`config.mk`:
```
export PLATFORM = sky130hd
export DESIGN_NAME = hash160_stream_ctrl
export DESIGN_NICKNAME = d
export VERILOG_FILES = /design/src/rtl/hash160_stream_ctrl.sv
export SDC_FILE = /design/constraint.sdc
export NUM_CORES = 2
export LEC_CHECK = 0
export ABC_CLOCK_PERIOD_IN_PS = 3500
export BUFFER_PORTS_ARGS = -buffer_cell sky130_fd_sc_hd__buf_2
export CORE_AREA = 2 2 589 591
export DETAILED_ROUTE_END_ITERATION = 12
export DIE_AREA = 0 0 591 593
export PLACE_DENSITY = 0.34
export SKIP_LAST_GASP = 1
export SLEW_MARGIN = 5
export SYNTH_ARGS = -nofsm -noshare
export SYNTH_HDL_FRONTEND = slang
export SYNTH_SLANG_ARGS = --single-unit
```
`constraint.sdc`:
```
create_clock -name clk -period 3.5 [get_ports clk]
set_clock_uncertainty 0.15 [all_clocks]
set_input_delay 0.35 -clock clk [delete_from_list [all_inputs] [get_ports clk]]
set_output_delay 0.35 -clock clk [all_outputs]
set_load 0.05 [all_outputs]
```
`src/rtl/hash160_stream_ctrl.sv`:
```
// hash160_stream_ctrl
//   Byte-stream front end and sequencer for HASH160 = RIPEMD160(SHA256(msg)).
//   Collects IN_BYTES-wide beats into a 64-byte block buffer, applies SHA-256
//   padding on the fly, issues chained blocks to an external SHA-256 core,
//   builds the single RIPEMD-160 block from the SHA digest, and streams the
//   160-bit result out as 160/OUT_W words, most significant first.
//
// Ports
//   clk, rst_n                 clock, async active-low reset
//   s_valid/s_ready/s_data     message beat handshake; first byte in the MSBs
//   s_last, s_cnt              last beat marker and its valid byte count
//   sha_start/first/block      block issue to SHA-256 (first = use IV)
//   sha_done/sha_digest        SHA-256 completion and chaining value
//   rmd_start/rmd_block        block issue to RIPEMD-160
//   rmd_done/rmd_digest        RIPEMD-160 completion and result
//   o_valid/o_ready/o_data     result word stream, o_last on final word
//   busy                       high unless idle with an empty buffer

// One byte of the block buffer: computes the next value of buffer byte IDX
// for a beat accepted in FILL, including 0x80 / zero / length padding.
module hash160_buf_lane #(
    parameter int IN_BYTES = 1,
    parameter int IDX      = 0
) (
    input  logic [7:0]            cur,
    input  logic [6:0]            ptr,
    input  logic [6:0]            ptr_nx,
    input  logic                  last_beat,
    input  logic                  short_msg,
    input  logic [8*IN_BYTES-1:0] beat,
    input  logic [7:0]            len_byte,
    output logic [7:0]            nxt
);
    localparam logic [6:0] K = 7'(IDX);

    always_comb begin
        nxt = cur;
        // Data bytes land in [ptr, ptr_nx); ptr is beat-aligned so ptr+j never wraps.
        for (int j = 0; j < IN_BYTES; j++) begin
            if (K == ptr + 7'(j) && K < ptr_nx)
                nxt = beat[8*(IN_BYTES-1-j) +: 8];
        end
        if (last_beat) begin
            if (K == ptr_nx)
                nxt = 8'h80;
            else if (K > ptr_nx)
                nxt = short_msg ? len_byte : 8'h00;
        end
    end
endmodule

module hash160_stream_ctrl #(
    parameter int IN_BYTES = 1,
    parameter int OUT_W    = 32,
    parameter int LEN_W    = 32
) (
    input  logic                      clk,
    input  logic                      rst_n,
    input  logic                      s_valid,
    output logic                      s_ready,
    input  logic [8*IN_BYTES-1:0]     s_data,
    input  logic                      s_last,
    input  logic [$clog2(IN_BYTES):0] s_cnt,
    output logic                      sha_start,
    output logic                      sha_first,
    output logic [511:0]              sha_block,
    input  logic                      sha_done,
    input  logic [255:0]              sha_digest,
    output logic                      rmd_start,
    output logic [511:0]              rmd_block,
    input  logic                      rmd_done,
    input  logic [159:0]              rmd_digest,
    output logic                      o_valid,
    input  logic                      o_ready,
    output logic [OUT_W-1:0]          o_data,
    output logic                      o_last,
    output logic                      busy
);
    localparam int NWORDS = 160 / OUT_W;
    localparam int CNT_W  = $clog2(NWORDS + 1);

    typedef enum logic [2:0] {IDLE, FILL, SHA_RUN, PAD, RMD_RUN, OUT} state_t;

    state_t            state;
    logic [63:0][7:0]  blk_q;      // byte 0 of the block sits in blk_q[63]
    logic [63:0][7:0]  blk_nx;
    logic [6:0]        ptr_q;
    logic [LEN_W-1:0]  len_q;
    logic              first_q;
    logic              final_q;
    logic              pad_pend;
    logic              pad80;
    logic [159:0]      shreg;
    logic [CNT_W-1:0]  wcnt;

    logic [6:0]        beat_n;
    logic [6:0]        ptr_nx;
    logic [LEN_W-1:0]  len_nx;
    logic [63:0]       bitlen_nx;
    logic [511:0]      pad_blk;

    assign beat_n    = s_last ? 7'(s_cnt) : 7'(IN_BYTES);
    assign ptr_nx    = ptr_q + beat_n;
    assign len_nx    = len_q + LEN_W'(beat_n);
    assign bitlen_nx = 64'({len_nx, 3'b000});
    // Overflow block: only the optional 0x80 and the length, len already final.
    assign pad_blk   = {(pad80 ? 8'h80 : 8'h00), 440'd0, 64'({len_q, 3'b000})};

    for (genvar k = 0; k < 64; k++) begin : g_lane
        logic [7:0] len_byte;
        if (k >= 56) begin : g_len
            assign len_byte = bitlen_nx[8*(63-k) +: 8];
        end else begin : g_zero
            assign len_byte = 8'h00;
        end
        hash160_buf_lane #(.IN_BYTES(IN_BYTES), .IDX(k)) u_lane (
            .cur       (blk_q[63-k]),
            .ptr       (ptr_q),
            .ptr_nx    (ptr_nx),
            .last_beat (s_last),
            .short_msg (ptr_nx <= 7'd55),
            .beat      (s_data),
            .len_byte  (len_byte),
            .nxt       (blk_nx[63-k])
        );
    end

    assign sha_block = blk_q;
    assign s_ready   = (state == FILL);
    assign busy      = !((state == IDLE) || (state == FILL && ptr_q == 7'd0));
    assign o_data    = shreg[159 -: OUT_W];
    assign o_last    = o_valid && (wcnt == CNT_W'(1));

    always_ff @(posedge clk or negedge rst_n) begin
        if (!rst_n) begin
            state     <= IDLE;
            blk_q     <= '0;
            ptr_q     <= '0;
            len_q     <= '0;
            first_q   <= 1'b1;
            final_q   <= 1'b0;
            pad_pend  <= 1'b0;
            pad80     <= 1'b0;
            shreg     <= '0;
            wcnt      <= '0;
            sha_start <= 1'b0;
            sha_first <= 1'b0;
            rmd_start <= 1'b0;
            rmd_block <= '0;
            o_valid   <= 1'b0;
        end else begin
            sha_start <= 1'b0;
            rmd_start <= 1'b0;
            case (state)
                IDLE: state <= FILL;
                FILL: begin
                    if (s_valid) begin
                        blk_q <= blk_nx;
                        len_q <= len_nx;
                        ptr_q <= ptr_nx;
                        if (s_last || ptr_nx == 7'd64) begin
                            sha_start <= 1'b1;
                            sha_first <= first_q;
                            first_q   <= 1'b0;
                            final_q   <= s_last && (ptr_nx <= 7'd55);
                            pad_pend  <= s_last && (ptr_nx >= 7'd56);
                            pad80     <= s_last && (ptr_nx == 7'd64);
                            state     <= SHA_RUN;
                        end
                    end
                end
                SHA_RUN: begin
                    if (sha_done) begin
                        if (final_q) begin
                            rmd_block <= {64'd256, 191'd0, 1'b1, sha_digest};
                            rmd_start <= 1'b1;
                            state     <= RMD_RUN;
                        end else if (pad_pend) begin
                            state <= PAD;
                        end else begin
                            ptr_q <= '0;
                            state <= FILL;
                        end
                    end
                end
                PAD: begin
                    blk_q     <= pad_blk;
                    sha_start <= 1'b1;
                    sha_first <= first_q;
                    final_q   <= 1'b1;
                    pad_pend  <= 1'b0;
                    state     <= SHA_RUN;
                end
                RMD_RUN: begin
                    if (rmd_done) begin
                        shreg   <= rmd_digest;
                        wcnt    <= CNT_W'(NWORDS);
                        o_valid <= 1'b1;
                        state   <= OUT;
                    end
                end
                OUT: begin
                    if (o_ready) begin
                        shreg <= shreg << OUT_W;
                        wcnt  <= wcnt - CNT_W'(1);
                        if (wcnt == CNT_W'(1)) begin
                            o_valid <= 1'b0;
                            len_q   <= '0;
                            ptr_q   <= '0;
                            first_q <= 1'b1;
                            state   <= FILL;
                        end
                    end
                end
                default: state <= IDLE;
            endcase
        end
    end
endmodule

```
; Word-level counts from Yosys, hierarchy flattened
; Index checks and enable logic that the tools add are counted.
[totals]
reg_bits = 982
input_bits = 432
word_cells = 755
[op_classes]
addsub = 3
mux = 314
magnitude_cmp = 130
n_eq_ne = 141
n_reduce_logical = 89
[op_table]
columns = cell, count
row1 = $mux W8, 261
row2 = $pmux W512 S2, 1
row3 = $mux W512, 1
row4 = $eq A6 B7 Y1 const A, 64
row5 = $mux W160, 2
row6 = $pmux W160 S2, 1
row7 = $eq A5 B7 Y1 const A, 32
row8 = $gt A6 B7 Y1 const A, 32
row9 = $lt A6 B7 Y1 const A, 32
row10 = $eq A4 B7 Y1 const A, 16
row11 = $gt A5 B7 Y1 const A, 16
row12 = $lt A5 B7 Y1 const A, 16
row13 = $mux W32, 3
row14 = $logic_and A1 B1 Y1, 69
row15 = $pmux W32 S2, 1
row16 = $eq A3 B7 Y1 const A, 8
row17 = $gt A4 B7 Y1 const A, 8
row18 = $lt A4 B7 Y1 const A, 8
row19 = $mux W7, 6
row20 = $add A32 B1 Y32, 1
row21 = $eq A2 B7 Y1 const A, 4
row22 = $gt A3 B7 Y1 const A, 4
row23 = $lt A3 B7 Y1 const A, 4
row24 = $mux W3, 9
row25 = 33 further kinds, 78

; Depth between registers and ports, before layout
[logic_depth]
ltp_word = 10
depth_mapped = 18
depth_no_buf = 11

; Worst setup path after synthesis
; OpenSTA, ideal clock, no wires.
[synth_path]
kind = input-to-reg
startpoint = input port s_last
endpoint = register blk_q (netlist bit sha_block[248])
arrival_time_ns = 4.032
slack_ns = -0.803
t_required_ns = 3.229
setup_ns = 0.121
n_path_buf = 6
cell_stages = 16
cell_sequence = clkbuf_1 > clkbuf_1 > clkbuf_1 > clkbuf_1 > nand2b_1 > ha_1 > buf_2 > and4_1 > buf_2 > xnor2_1 > nand3_1 > or4_1 > and4_4 > or3_1 > a21o_1 > a22o_1
[synth_via]
elab_chain_len = 10
[synth_rtl]
columns = item, line_no
row1 = from (decl), 62  ; input logic s_last,
row2 = $mux W1, 102  ; assign beat_n = s_last ? 7'(s_cnt) : 7'(IN_BYTES);
row3 = $add A7 B1 Y7, 103  ; assign ptr_nx = ptr_q + beat_n;
row4 = $lt A6 B7 Y1, 40  ; if (K == ptr + 7'(j) && K < ptr_nx)
row5 = $logic_and A1 B1 Y1, 40
row6 = $mux W8, 40
row7 = $mux W8, 46  ; else if (K > ptr_nx)
row8 = $mux W8, 44  ; if (K == ptr_nx)
row9 = $mux W8 *, 43  ; if (last_beat) begin
row10 = $mux W512 *, 157  ; if (s_valid) begin
row11 = $pmux W512 S2 *, 154  ; case (state)
row12 = to (signal assigned), 158  ; blk_q <= blk_nx;
row13 = to (signal assigned), 187  ; blk_q <= pad_blk;
row14 = to (decl), 85  ; logic [63:0][7:0] blk_q;
; Every way passes the cells marked *; elsewhere a longest branch is shown, timed or not. The select of a mux whose other input is x is not followed.
; A chain may end at the register's enable or synchronous reset.

; Worst setup path after layout
[layout_path]
startpoint = input port s_last
endpoint = register blk_q (netlist bit sha_block[204])
; The elaborated chain is that of the path after synthesis.

==> summary.md <==
| Metric | Value |
|---|---|
| Status | finished, final reports clean |
| Post-synth ARST share | 1.00 |
| Row count | ~220 |
| Critical path type | in2reg |
| Routability cong. | slightly below 0.9 |
| Slew Limit Fails | 0 |
| Nets | between 6000 and 7000 |
| Synth Instances | roughly 4100 |
| Period utilization | 0.989 |
| Most common flop cell mapped by yosys | dfrtp_1 |
| Cell variety after synth | 100 |
| Fmax | approximately 290 MHz |
| Routed WL | roughly 310 mm |
| Non-Filler Instances | between 10000 and 15000 |
| Num CTS Buffers | about 140 |
| Placed Instances | approximately 10000 |
| Hold depth | 2 |
| Final core area utilization | 0.203 |
| Vias in the first global route | between 40000 and 50000 |
| Worst vdd ir | roughly 0.55 mV |
| TritonCTS clock tree | yes |
| Leak | between 30 and 40 nW |
| Slew margin rel. | 0.241 |
| Register bit total from synthesis | ~1000 |
| Clk_lat worst skew | just over 800 ps |
| ANT nets after route | 0 |
| Die W | just under 600 um |
| Worst hold-check path type | in2reg |
| DRT iter0 DRCs | between 2000 and 3000 |
| Via density | approximately 3.9 |
| Layout area overhead | 55.4% |
| Post-synth EDFFs | 0 |
| First-pass GRT wire length | around 410 mm |
| RSZ-0062 raised after global routing | yes |
| Netlist Area Pre-Place | roughly 0.045 mm2 |
| Worst Tran Pin Value | between 1000 and 1500 ps |
| Critical hold path startpoint | s_data[1] |
| Gr usage total | 0.173 |
| Initial antenna violation count | 125 |
| Final setup viols | 0 |
| Final Critical Period | between 3000 and 4000 ps |
| Clock Sinks | between 900 and 1000 |
| PortBufs | around 1200 |
| Crit path launch type | input port |
| Pre-CTS setup slack | -799 ps |
| Vias | approximately 43000 |
| Final setup margin | between 30 and 40 ps |
| Total Power | 56.5 mW |
| Drt drc | 0 |
| 1st-pass router iterations | 7 |
| Pwr dens | a little over 800 mW/mm2 |
| CP Max Fanout | 18 |
| FF-to-FF Start | ptr_q[0] |
| DR WL/cell | around 29 um |
| Final Hold Slack | between 20 and 25 ps |
| Die Area | ~0.35 mm2 |
| Final HPWL DP | between 200 and 300 mm |
| Overflow after GRT | 0 |
| Top-Level Pins | 1495 |
| Post-Syn Area per Cell | between 10 and 15 um2 |
| FF-to-FF End | sha_block[204] |
| Yosys Warn Count | 0 |
| Sequential share of the synthesized area | 0.547 |
| Worst setup EP type | flop |
| Worst-path clk slew | about 60 ps |
| Reg2reg path depth | 12 |
| Worst EP required | 4090 ps |
| H-tree levels | 4 |
| CP arrival | roughly 4100 ps |
| Cell area after layout | about 0.07 mm2 |
| Clk buf depth | 4 |
| Clk root buf | clkbuf_16 |
| Setup TNS | 0 ps |
| CORE AREA | 0.345 mm2 |
| WHS Endpoint | sha_block[113] |
| Largest net degree at the start of global routing | 90 |
| Setup slack, reg-to-reg | roughly 60 ps |
| Initial Util | 0.130 |
| Final hold viol count | 0 |
| Fraction of layout cells with a size suffix above 1 | 0.397 |
| Die Ht | 593 um |
| Placement Cell Area | just over 0.06 mm2 |
| Max cap viols | 0 |
-- state kept, by name (all words and copies together) (netlist names), 3 cells and up --
signal     count
state          3
shreg        160
wcnt           3
rmd_block    257
len_q         32
sha_block    512
ptr_q          7
-- per-layer routing --
metal / global-route usage / wire length, um / vias up / share of wire
met5: 0 / 92 / - / 0.00029
met1: 0.209 / 128000 / 22200 / 0.41
li1: - / - / 18800 / -
met2: 0.297 / 153000 / 1738 / 0.48
met3: 0.0534 / 25100 / 450 / 0.080
met4: 0.0393 / 8690 / 14 / 0.028
-- power breakdown --
group	switching [mW]	internal, mW
logic	18.6	6.97
clock network	6.03	8.77
registers	1.91	14.2
total	26.5	29.9
-- cell usage after synthesis, drive strengths merged (6+ instances only) --
library cell,count,share of area
nor4,21,0.0036
nand4,14,0.0019
nand2,286,0.024
o211ai,11,0.0021
a311oi,17,0.0036
a22o,395,0.077
a221oi,11,0.0024
o22ai,140,0.020
o21ai,229,0.026
a22oi,30,0.0051
a221o,20,0.0045
clkbuf,238,0.020
a21oi,110,0.012
o31ai,43,0.0079
o2bb2ai,14,0.0027
or3,10,0.0014
nor2b,30,0.0042
xor2,13,0.0025
a211o,11,0.0021
mux2,263,0.066
nor3,68,0.0084
buf,350,0.055
nor3b,7,0.0012
mux2i,28,0.0063
a31oi,11,0.0015
a211oi,32,0.0058
and2,23,0.0032
xnor2,17,0.0033
and4,8,0.0016
dfrtp,981,0.55
nand2b,13,0.0018
inv,21,0.0018
nor2,370,0.031
or2,9,0.0013
and3,35,0.0049
a21o,21,0.0035
nand3,131,0.015
ha,6,0.0017
-- layout make-up --
cell class | instances | area (um2)
diodes | 34 | 85.1
multi-input cells | 2785 | 18500
well taps | 4578 | 5730
clock inverters | 47 | 641
clock buffers | 193 | 3960
fillers | 38100 | 275000
inverters | 21 | 78.8
flip-flops and latches | 982 | 24600
repair buffers | 2309 | 16300
-- timing repair --
item	in CTS	in global routing
pin swaps	2	2
gates resized for setup	41	36
setup endpoints to repair	236	270
buffers inserted	4	4
hold buffers	431	0
endpoints found under the hold margin	826	0
-- cells by family (layout without fill, tap and decap cells) --
group | Yosys count | after routing | share of synthesized area
adders and majority gates | 7 | 7 | 0.00189
and+or+nand+nor | 1049 | 1049 | 0.108
muxes | 291 | 291 | 0.0722
xor gates and xnor gates | 30 | 30 | 0.00585
buffers and inverters | 609 | 2570 | 0.0766
DFF | 982 | 982 | 0.547
AOI/OAI and AO/OA | 1154 | 1154 | 0.188
other | 1 | 288 | 0.0000834
-- how the worst max path moves through the flow --
stage / startpoint / to / slack, ps
4_1_cts: ptr_q[0] / sha_block[12] / -70
2_1_floorplan: s_last / sha_block[248] / -40
5_1_grt: ptr_q[1] / sha_block[13] / -30
3_3_place_gp: s_cnt / sha_block[108] / -780
3_5_place_dp: s_cnt / sha_block[110] / -800
6_report: s_last / sha_block[204] / 40
-- placed cells by master, fill, tap and decap left out, types with 19 or more instances in the layout --
cell type	netlist	layout
buf_12	0	75
dlygate4sd3_1	0	430
nor2_1	370	361
buf_2	33	1231
dfrtp_1	981	977
o21ai_1	59	50
a211oi_1	29	23
nand3_1	130	127
clkbuf_1	238	28
mux2i_1	27	27
inv_1	20	20
conb_1	1	254
a21oi_1	108	106
nor2b_1	30	23
nor3_1	62	50
and2_1	20	21
clkbuf_8	0	24
buf_4	293	569
clkbuf_16	0	141
a22o_1	395	395
and3_1	35	33
o31ai_1	37	36
mux2_2	263	263
a221o_1	20	19
nand2_1	286	277
a21o_1	21	20
o21ai_0	169	164
diode_2	0	34
o22ai_1	139	139
a22oi_1	29	29
-- worst max-delay path: stages --
cell           delay, ps
dlygate4sd3_1        530
buf_2                140
nand2b_4             140
buf_4                150
ha_4                 270
and4_4               310
mux2_2               380
buf_4                150
o22ai_2              170
buf_12               170
nor2_1               100
a211oi_1             360
buf_4                190
and3_1               290
buf_12               160
a22o_1               140
Note: power is estimated with default switching activity, not from simulation.
